<file path="config.mk">
export PLATFORM = sky130hd
export DESIGN_NAME = vc_flow_controller
export DESIGN_NICKNAME = d
export VERILOG_FILES = /design/src/rtl/vc_flow_pkg.sv /design/src/rtl/vc_rr_arbiter.sv /design/src/rtl/vc_flow_controller.sv
export SDC_FILE = /design/constraint.sdc
export NUM_CORES = 1
export LEC_CHECK = 0
export ABC_AREA = 1
export CELL_PAD_IN_SITES_DETAIL_PLACEMENT = 2
export CELL_PAD_IN_SITES_GLOBAL_PLACEMENT = 2
export CORE_MARGIN = 5
export CORE_UTILIZATION = 18
export DETAILED_ROUTE_END_ITERATION = 8
export GPL_ROUTABILITY_DRIVEN = 0
export PLACE_DENSITY_LB_ADDON = 0.1
export SYNTH_ARGS = -nofsm -noshare
export SYNTH_HDL_FRONTEND = slang
export SYNTH_SLANG_ARGS = --single-unit
</file>
<file path="constraint.sdc">
create_clock -name clk -period 1.25 [get_ports clk]
set_input_delay 0.125 -clock clk [delete_from_list [all_inputs] [get_ports clk]]
set_output_delay 0.125 -clock clk [all_outputs]
set_load 0.01 [all_outputs]
</file>
<file path="src/rtl/vc_flow_pkg.sv">
// Shared constants for the virtual-channel flow controller: FSM state encoding
// and default FIFO geometry.
// Latency: n/a (constants only). Backpressure: n/a.
package vc_flow_pkg;

  localparam int STATE_W = 3;

  localparam logic [STATE_W-1:0] ST_RESET  = 3'd0;
  localparam logic [STATE_W-1:0] ST_INIT   = 3'd1;
  localparam logic [STATE_W-1:0] ST_IDLE   = 3'd2;
  localparam logic [STATE_W-1:0] ST_ACTIVE = 3'd3;
  localparam logic [STATE_W-1:0] ST_ERROR  = 3'd4;

  localparam int DEPTH_DEF      = 8;
  localparam int CNT_W_DEF      = 4;
  localparam int THR_AF_DEF_DEF = 6;

endpackage

</file>
<file path="src/rtl/vc_rr_arbiter.sv">
// Two-requester round-robin arbiter that remembers the last requester it served.
// Latency: gnt is combinational from req; the history register updates on the grant edge.
// Backpressure: a requester that is not granted simply keeps requesting; gnt is one-hot or 0.
// Ports: clk, reset (sync, active-high), req[1:0] (bit0=VC0, bit1=VC1), gnt[1:0].
module vc_rr_arbiter (
  input  logic       clk,
  input  logic       reset,
  input  logic [1:0] req,
  output logic [1:0] gnt
);

  // 0 = VC0 was served last, 1 = VC1 was served last.
  logic last_grant_q;
  logic last_grant_d;

  always_comb begin
    gnt = 2'b00;
    unique case (req)
      2'b01:   gnt = 2'b01;
      2'b10:   gnt = 2'b10;
      // Contention: serve whichever side did not win last time.
      2'b11:   gnt = last_grant_q ? 2'b01 : 2'b10;
      default: gnt = 2'b00;
    endcase
  end

  always_comb begin
    last_grant_d = last_grant_q;
    if (gnt[0]) begin
      last_grant_d = 1'b0;
    end else if (gnt[1]) begin
      last_grant_d = 1'b1;
    end
  end

  always_ff @(posedge clk) begin
    if (reset) begin
      last_grant_q <= 1'b1;
    end else begin
      last_grant_q <= last_grant_d;
    end
  end

endmodule

</file>
<file path="src/rtl/vc_flow_controller.sv">
// Gates main-FIFO pops into the VC0/VC1 demux and round-robins VC0/VC1 onto the D0/D1 port.
// Latency: pops are combinational from registered state + same-cycle counts; state/flags registered.
// Backpressure: a pop is withheld while its destination FIFO count is at or above thr_af_q.
// Ports: clk/reset/init/thr_af_in control; *_count FIFO occupancies; head-word routing bits;
//        push_* observed pushes for overflow detection; pop_* grants; state and status flags.
module vc_flow_controller
  import vc_flow_pkg::*;
#(
  parameter int DEPTH      = DEPTH_DEF,
  parameter int CNT_W      = CNT_W_DEF,
  parameter int THR_AF_DEF = THR_AF_DEF_DEF
) (
  input  logic               clk,
  input  logic               reset,
  input  logic               init,
  input  logic [CNT_W-1:0]   thr_af_in,
  input  logic [CNT_W-1:0]   main_count,
  input  logic [CNT_W-1:0]   vc0_count,
  input  logic [CNT_W-1:0]   vc1_count,
  input  logic [CNT_W-1:0]   d0_count,
  input  logic [CNT_W-1:0]   d1_count,
  input  logic               main_head_vc,
  input  logic               vc0_head_dest,
  input  logic               vc1_head_dest,
  input  logic               push_vc0,
  input  logic               push_vc1,
  input  logic               push_d0,
  input  logic               push_d1,
  output logic               pop_main,
  output logic               pop_vc0,
  output logic               pop_vc1,
  output logic [STATE_W-1:0] state,
  output logic               idle_out,
  output logic               active_out,
  output logic               error_out
);

  localparam logic [CNT_W-1:0] FULL    = CNT_W'(DEPTH);
  // Two words can be in flight through the registered demux before a count
  // reflects a pop, so the threshold never exceeds DEPTH-2.
  localparam logic [CNT_W-1:0] THR_MAX = CNT_W'(DEPTH - 2);
  localparam logic [CNT_W-1:0] THR_RST = CNT_W'(THR_AF_DEF);

  logic [STATE_W-1:0] state_q, state_d;
  logic [CNT_W-1:0]   thr_af_q, thr_af_d;
  logic               idle_q, active_q, error_q;

  logic               err_cond;
  logic               all_empty;
  logic               run;
  logic [CNT_W-1:0]   main_dest_cnt;
  logic [CNT_W-1:0]   vc0_dest_cnt;
  logic [CNT_W-1:0]   vc1_dest_cnt;
  logic [1:0]         req;
  logic [1:0]         gnt;

  assign err_cond = (push_vc0 && (vc0_count == FULL)) ||
                    (push_vc1 && (vc1_count == FULL)) ||
                    (push_d0  && (d0_count  == FULL)) ||
                    (push_d1  && (d1_count  == FULL));

  assign all_empty = (main_count == '0) && (vc0_count == '0) && (vc1_count == '0) &&
                     (d0_count == '0) && (d1_count == '0);

  // Threshold is re-sampled on every INIT cycle, so the value seen on the
  // last INIT cycle is the one that applies once the run states resume.
  always_comb begin
    thr_af_d = thr_af_q;
    if (state_q == ST_INIT) begin
      thr_af_d = (thr_af_in > THR_MAX) ? THR_MAX : thr_af_in;
    end
  end

  // Next-state logic.
  always_comb begin
    state_d = state_q;
    if (reset) begin
      state_d = ST_RESET;
    end else begin
      unique case (state_q)
        ST_RESET: state_d = ST_INIT;
        ST_INIT:  state_d = init ? ST_INIT : ST_IDLE;
        ST_IDLE, ST_ACTIVE: begin
          if (err_cond) begin
            state_d = ST_ERROR;
          end else if (init) begin
            state_d = ST_INIT;
          end else if (all_empty) begin
            state_d = ST_IDLE;
          end else begin
            state_d = ST_ACTIVE;
          end
        end
        ST_ERROR: state_d = ST_ERROR;
        default:  state_d = ST_ERROR;
      endcase
    end
  end

  // State register; status flags decode the next state so they move with state.
  always_ff @(posedge clk) begin
    if (reset) begin
      state_q  <= ST_RESET;
      thr_af_q <= THR_RST;
      idle_q   <= 1'b0;
      active_q <= 1'b0;
      error_q  <= 1'b0;
    end else begin
      state_q  <= state_d;
      thr_af_q <= thr_af_d;
      idle_q   <= (state_d == ST_IDLE);
      active_q <= (state_d == ST_ACTIVE);
      error_q  <= (state_d == ST_ERROR);
    end
  end

  // Output logic: pops are only ever issued from the run states.
  always_comb begin
    run           = !reset && ((state_q == ST_IDLE) || (state_q == ST_ACTIVE));
    main_dest_cnt = main_head_vc  ? vc1_count : vc0_count;
    vc0_dest_cnt  = vc0_head_dest ? d1_count  : d0_count;
    vc1_dest_cnt  = vc1_head_dest ? d1_count  : d0_count;
    pop_main      = run && (main_count != '0) && (main_dest_cnt < thr_af_q);
    req[0]        = run && (vc0_count != '0) && (vc0_dest_cnt < thr_af_q);
    req[1]        = run && (vc1_count != '0) && (vc1_dest_cnt < thr_af_q);
  end

  vc_rr_arbiter u_arb (
    .clk   (clk),
    .reset (reset),
    .req   (req),
    .gnt   (gnt)
  );

  assign pop_vc0    = gnt[0];
  assign pop_vc1    = gnt[1];
  assign state      = state_q;
  assign idle_out   = idle_q;
  assign active_out = active_q;
  assign error_out  = error_q;

endmodule

</file>
==> results.sh, run 1 <==
export IMPL_maxSlewViolCount=0
export IMPL_ys_top_cells_by_area="dfxtp_1, nand2_1, inv_1, ha_1, nand3_1"
export IMPL_clock_sinks=11
export IMPL_drc=0
export IMPL_syn_area_um2=960
export IMPL_final_core_util=0.370
export IMPL_cts_tree="done"
export IMPL_synth_edff_count=0
export IMPL_hpwl_um=3460
export IMPL_hp_class="in2reg"
export IMPL_peakVddDrop_mv=0.421
export IMPL_ff2ff_path_depth=10
export IMPL_syn_num_nets=207
export IMPL_core_um2=5140
export IMPL_wl_um=4210
export IMPL_num_rows=26
export IMPL_worstMarginPinSlew_ns=0.284
export IMPL_skew_ns=0.00287
export IMPL_synth_seq_cells=11
export IMPL_synthDistinctLibCells=19
export IMPL_critical_path_class="reg2out"
export IMPL_path_clk_slew_ns=0.05
export IMPL_num_antenna_cells=0
export IMPL_seq_area_frac_synth=0.229
export IMPL_async_reset_ff_frac=0
export IMPL_syn_avg_cell_area_um2=5.85
export IMPL_critical_path_arrival_ns=1.44
export IMPL_cts_htree_levels=1
export IMPL_grt_pass1_vias=1531
export IMPL_fmax_mhz=640
export IMPL_rrSetupSlack_ns=-0.14
export IMPL_hold_slack_ns=0.456
export IMPL_setup_viol_count_final=4
export IMPL_period_needed_ns=1.56
export IMPL_powerDensity_nw_per_um2=673
export IMPL_violations="setup timing"
export IMPL_clock_latency_ns=0.24
export IMPL_grt_max_degree=9
export IMPL_cts_hold_buf=0
export IMPL_firstDrtPassIters=5
export IMPL_synth_common_cells="nand2_1, inv_1, nor2_1"
export IMPL_r2r_end="u_arb.last_grant_q"
export IMPL_drt_wirelength_per_cell_um=13.6
export IMPL_ant_nets=0
export IMPL_die_h_um=83.0
export IMPL_reg2reg_from="thr_af_q[1]"
export IMPL_overflow=0
export IMPL_worstHoldEndpoint="thr_af_q[0]"
export IMPL_worstHoldPathCells=3
export IMPL_critPathMaxFanout=4
export IMPL_area_delta_synth_final_pct=98.0
export IMPL_ios=43
export IMPL_rsz0062_at_grt="true"
export IMPL_critical_path_required_ns=1.12
export IMPL_drive_above_1_share=0.364
export IMPL_clockBufferDepth=2
export IMPL_antenna_found_initial=0
export IMPL_synth_top_area_frac=0.229
export IMPL_p_leak_nw=0.980
export IMPL_maxCapViolations=0
export IMPL_hold_violations=0
export IMPL_postSynthCellCount=164
export IMPL_final_setup_worst_slack_ns=-0.313
export IMPL_setup_tns_ns=-0.971
export IMPL_die_area_um2=6890
export IMPL_max_slew_margin_rel=0.809
export IMPL_grt_total_usage=0.128
export IMPL_grt_pass1_wl_um=7410
export IMPL_synth_warnings=0
export IMPL_yosysTopAreaCell="dfxtp_1"
export IMPL_synth_most_common_cell="nand2_1"
export IMPL_synth_flop_cell="dfxtp_1"
export IMPL_cts_buffers=3
export IMPL_end_kind="output pin"
export IMPL_fin_crit_sh=1.25
export IMPL_io_buffers=42
export IMPL_start_util=0.187
export IMPL_startpoint_type="register"
export IMPL_first_iter_violations=9
export IMPL_outcome="complete, but fails checks"
export IMPL_hold_start="thr_af_in[0]"
export IMPL_post_drt_via_cell_ratio=4.29
export IMPL_via_count=1325
export IMPL_die_w_um=83.0
export IMPL_cts_root_buf="clkbuf_8"
export IMPL_fin_nets=283
worst max-delay path by stage:
| stage | startpoint | endpoint | slack (ns) | cells after the start |
|---|---|---|---|---|
| after global placement | vc0_head_dest | pop_vc0 | -1.05 | 9 |
| final | thr_af_q[1] | pop_vc1 | -0.31 | 9 |
| after detailed placement | vc0_head_dest | pop_vc0 | -1.09 | 9 |
| after global routing | thr_af_q[1] | pop_vc0 | -0.42 | 10 |
| after CTS | thr_af_q[1] | pop_vc1 | -0.32 | 9 |
| after floorplan | thr_af_q[3] | pop_vc0 | 0.006 | 7 |
repair_timing:
| item | 4_1_cts | 5_1_grt |
|---|---|---|
| setup endpoints to repair | 13 | 12 |
| gates resized for setup | 93 | 14 |
| setup buffers | 5 | 2 |
| pin swaps | 34 | 7 |
routing by layer:
metal	up-vias	wire length [um]	GRT usage
met5	-	0	0
met4	0	27	0.0178
met3	4	135	0.0238
met2	31	2070	0.224
met1	618	1980	0.166
li1	672	-	-
layout make-up:
cell class | count | area, um2
fillers | 659 | 3240
repair buffers | 71 | 597
well taps | 70 | 87.6
multi-input cells | 119 | 812
inverters | 34 | 134
clock buffers | 4 | 45.0
flip-flops and latches | 11 | 225
flip-flops by register name, summed over array words and instances (netlist names):
name                flops
thr_af_q                4
active_out              1
u_arb.last_grant_q      1
error_out               1
state                   3
idle_out                1
cell families after synthesis:
kind of cell,Yosys count,share of synthesized area
flops,11,0.229
buf+inv,34,0.133
fa+ha+maj,9,0.117
compound gates,27,0.155
simple gates,83,0.365
power by group:
| group | internal, mW | switching, mW |
|---|---|---|
| logic | 0.262 | 0.264 |
| registers | 0.373 | 0.0151 |
| clock network | 0.225 | 0.141 |
| total | 0.859 | 0.420 |
critical path: stages, from the launching register on:
cell     delay (ns)
dfxtp_2        0.33
inv_4          0.06
ha_4           0.26
nand2_2        0.05
nand2_2        0.08
nand3_2        0.06
and3_1         0.14
nand2_1        0.05
inv_1          0.03
buf_2          0.13
placed cells by master (no fill, tap or decap), types with 4 or more instances in the layout:
cell type / n
a21oi_1: 4
dfxtp_2: 4
dfxtp_1: 7
inv_2: 6
nor2_1: 14
ha_4: 6
nand2_2: 7
nand3_2: 5
inv_1: 25
o21ai_2: 6
clkdlybuf4s50_1: 13
buf_4: 28
buf_2: 5
nand3_1: 10
dlygate4sd2_1: 21
nand2_1: 37
o21ai_0: 5
stage by stage:
stage	area [um2]	worst slack, ns	total power [mW]	instances
after detailed placement	1650	-1.09	0.831	300
final	1900	-0.313	1.28	309
after global routing	1900	-0.419	1.38	309
after global placement	1650	-1.05	0.812	300
after floorplan	965	0.00610	0.563	164
after CTS	1860	-0.323	1.28	307
(Power assumes the default switching activity.)
==> run 2, diff against run 1 <==
- GPL_TIMING_DRIVEN: not set -> 0
- REMOVE_ABC_BUFFERS: not set -> 1
==> run 2 against run 1 <==
- the run still ends with setup timing left
- first-iteration DRC count grew 120%
- combinational power down 12%
- worst setup slack is essentially flat
- clock power decreased by 2%
- critical endpoint is now pop_vc0
- highest routed layer unchanged
==> results.sh, run 2 (same netlist as run 1, synthesis figures left out) <==
export IMPL_critical_path_arrival_ns=1.44
export IMPL_grt_pass1_wl_um=6920
export IMPL_peakVddDrop_mv=0.467
export IMPL_drt_wirelength_per_cell_um=13.9
export IMPL_p_total_mw=1.21
export IMPL_path_clk_slew_ns=0.05
export IMPL_stdcell_count=286
export IMPL_ant_nets=0
export IMPL_top_register="thr_af_q"
export IMPL_end_kind="output pin"
export IMPL_core_um2=5140
export IMPL_num_rows=26
export IMPL_fin_nets=260
export IMPL_num_antenna_cells=0
export IMPL_multi_input_area_um2=806
export IMPL_hold_slack_ns=0.323
export IMPL_cts_tree="done"
export IMPL_via_count=1238
export IMPL_area_delta_synth_final_pct=80.1
export IMPL_drive_above_1_share=0.296
export IMPL_start_util=0.187
export IMPL_skew_ns=0.000627
export IMPL_violations="setup timing"
export IMPL_fmax_mhz=640
export IMPL_clock_sinks=11
export IMPL_powerDensity_nw_per_um2=702
export IMPL_die_w_um=83.0
export IMPL_final_cell_mix="nand2_1, inv_1, dlygate4sd2_1"
export IMPL_worstMarginPinSlew_ns=0.244
export IMPL_period_needed_ns=1.56
export IMPL_cts_root_buf="clkbuf_8"
export IMPL_fill_cells=655
export IMPL_startpoint_type="register"
export IMPL_final_common_cell="nand2_1"
export IMPL_grt_total_usage=0.120
export IMPL_critPathMaxFanout=4
export IMPL_seqCellArea_um2=225
export IMPL_critical_path_required_ns=1.12
export IMPL_cts_buffers=3
export IMPL_overflow=0
export IMPL_first_iter_violations=20
export IMPL_hold_violations=0
export IMPL_grt_max_degree=9
export IMPL_largest_reg_flops=4
export IMPL_setup_tns_ns=-1.12
export IMPL_setup_viol_count_final=4
export IMPL_die_h_um=83.0
export IMPL_maxCapViolations=0
export IMPL_drc=0
export IMPL_ios=43
export IMPL_p_leak_nw=0.839
export IMPL_cts_htree_levels=1
export IMPL_dp_cells=276
export IMPL_critical_path_class="reg2out"
export IMPL_io_buffers=42
export IMPL_grt_pass1_vias=1410
export IMPL_wl_um=3970
export IMPL_fin_crit_sh=1.25
export IMPL_final_setup_worst_slack_ns=-0.313
export IMPL_outcome="complete, but fails checks"
export IMPL_clockBufferDepth=2
export IMPL_max_slew_margin_rel=0.836
export IMPL_rsz0062_at_grt="true"
export IMPL_die_area_um2=6890
export IMPL_hp_class="in2reg"
export IMPL_maxSlewViolCount=0
export IMPL_firstDrtPassIters=2
export IMPL_final_core_util=0.336
export IMPL_hpwl_um=3320
export IMPL_clock_latency_ns=0.24
export IMPL_antenna_found_initial=0
export IMPL_post_drt_via_cell_ratio=4.33
run 2: final cells by class:
| class | instances | share of cell area |
|---|---|---|
| clock buffers | 4 | 0.0261 |
| inverters | 34 | 0.0775 |
| multi-input cells | 119 | 0.466 |
| flip-flops and latches | 11 | 0.130 |
| well taps | 70 | 0.0507 |
| repair buffers | 48 | 0.249 |
run 2: critical path: stages, from the launching register on:
cell	delay, ns
dfxtp_2	0.33
inv_4	0.06
ha_4	0.26
nand2_2	0.04
nand2_2	0.07
nand3_2	0.08
nand3_2	0.10
inv_1	0.04
nand2_1	0.05
inv_1	0.03
buf_2	0.13
run 2: worst paths after layout:
| kind | from | end | slack, ns | cells after the start |
|---|---|---|---|---|
| worst min-delay path | reset | error_out | 0.32 | 2 |
| worst max register to register | thr_af_q[1] | u_arb.last_grant_q | -0.26 | 11 |
| worst min register to register | thr_af_q[3] | thr_af_q[3] | 0.48 | 2 |
| worst max-delay path | thr_af_q[1] | pop_vc0 | -0.31 | 10 |
run 2: routing by layer:
layer,up-vias,wire length [um],GRT usage
met5,-,0,0
met4,0,16,0.0178
met3,2,149,0.0267
met2,31,1990,0.214
met1,579,1810,0.150
li1,626,-,-
run 2: power by group:
group / total, mW / switching (mW) / leakage (nW) / internal (mW)
combinational: 0.464 / 0.246 / 0.725 / 0.218
clock: 0.360 / 0.136 / 0.0228 / 0.224
sequential: 0.389 / 0.0170 / 0.0911 / 0.372
total: 1.21 / 0.399 / 0.839 / 0.814
run 2: through the flow:
stage | instance area [um2] | setup slack, ns
finish | 1730 | -0.313
global route | 1730 | -0.414
CTS | 1700 | -0.327
detailed placement | 1470 | -1.14
global placement | 1470 | -1.10
floorplan | 960 | -0.00776
run 2: timing repair:
| action | 4_1_cts | 5_1_grt |
|---|---|---|
| resized for setup | 92 | 14 |
| hold endpoints to repair | 0 | 0 |
| pin swaps | 18 | 4 |
| setup endpoints to repair | 10 | 9 |
| hold buffers | 0 | 0 |
| setup buffers | 8 | 0 |
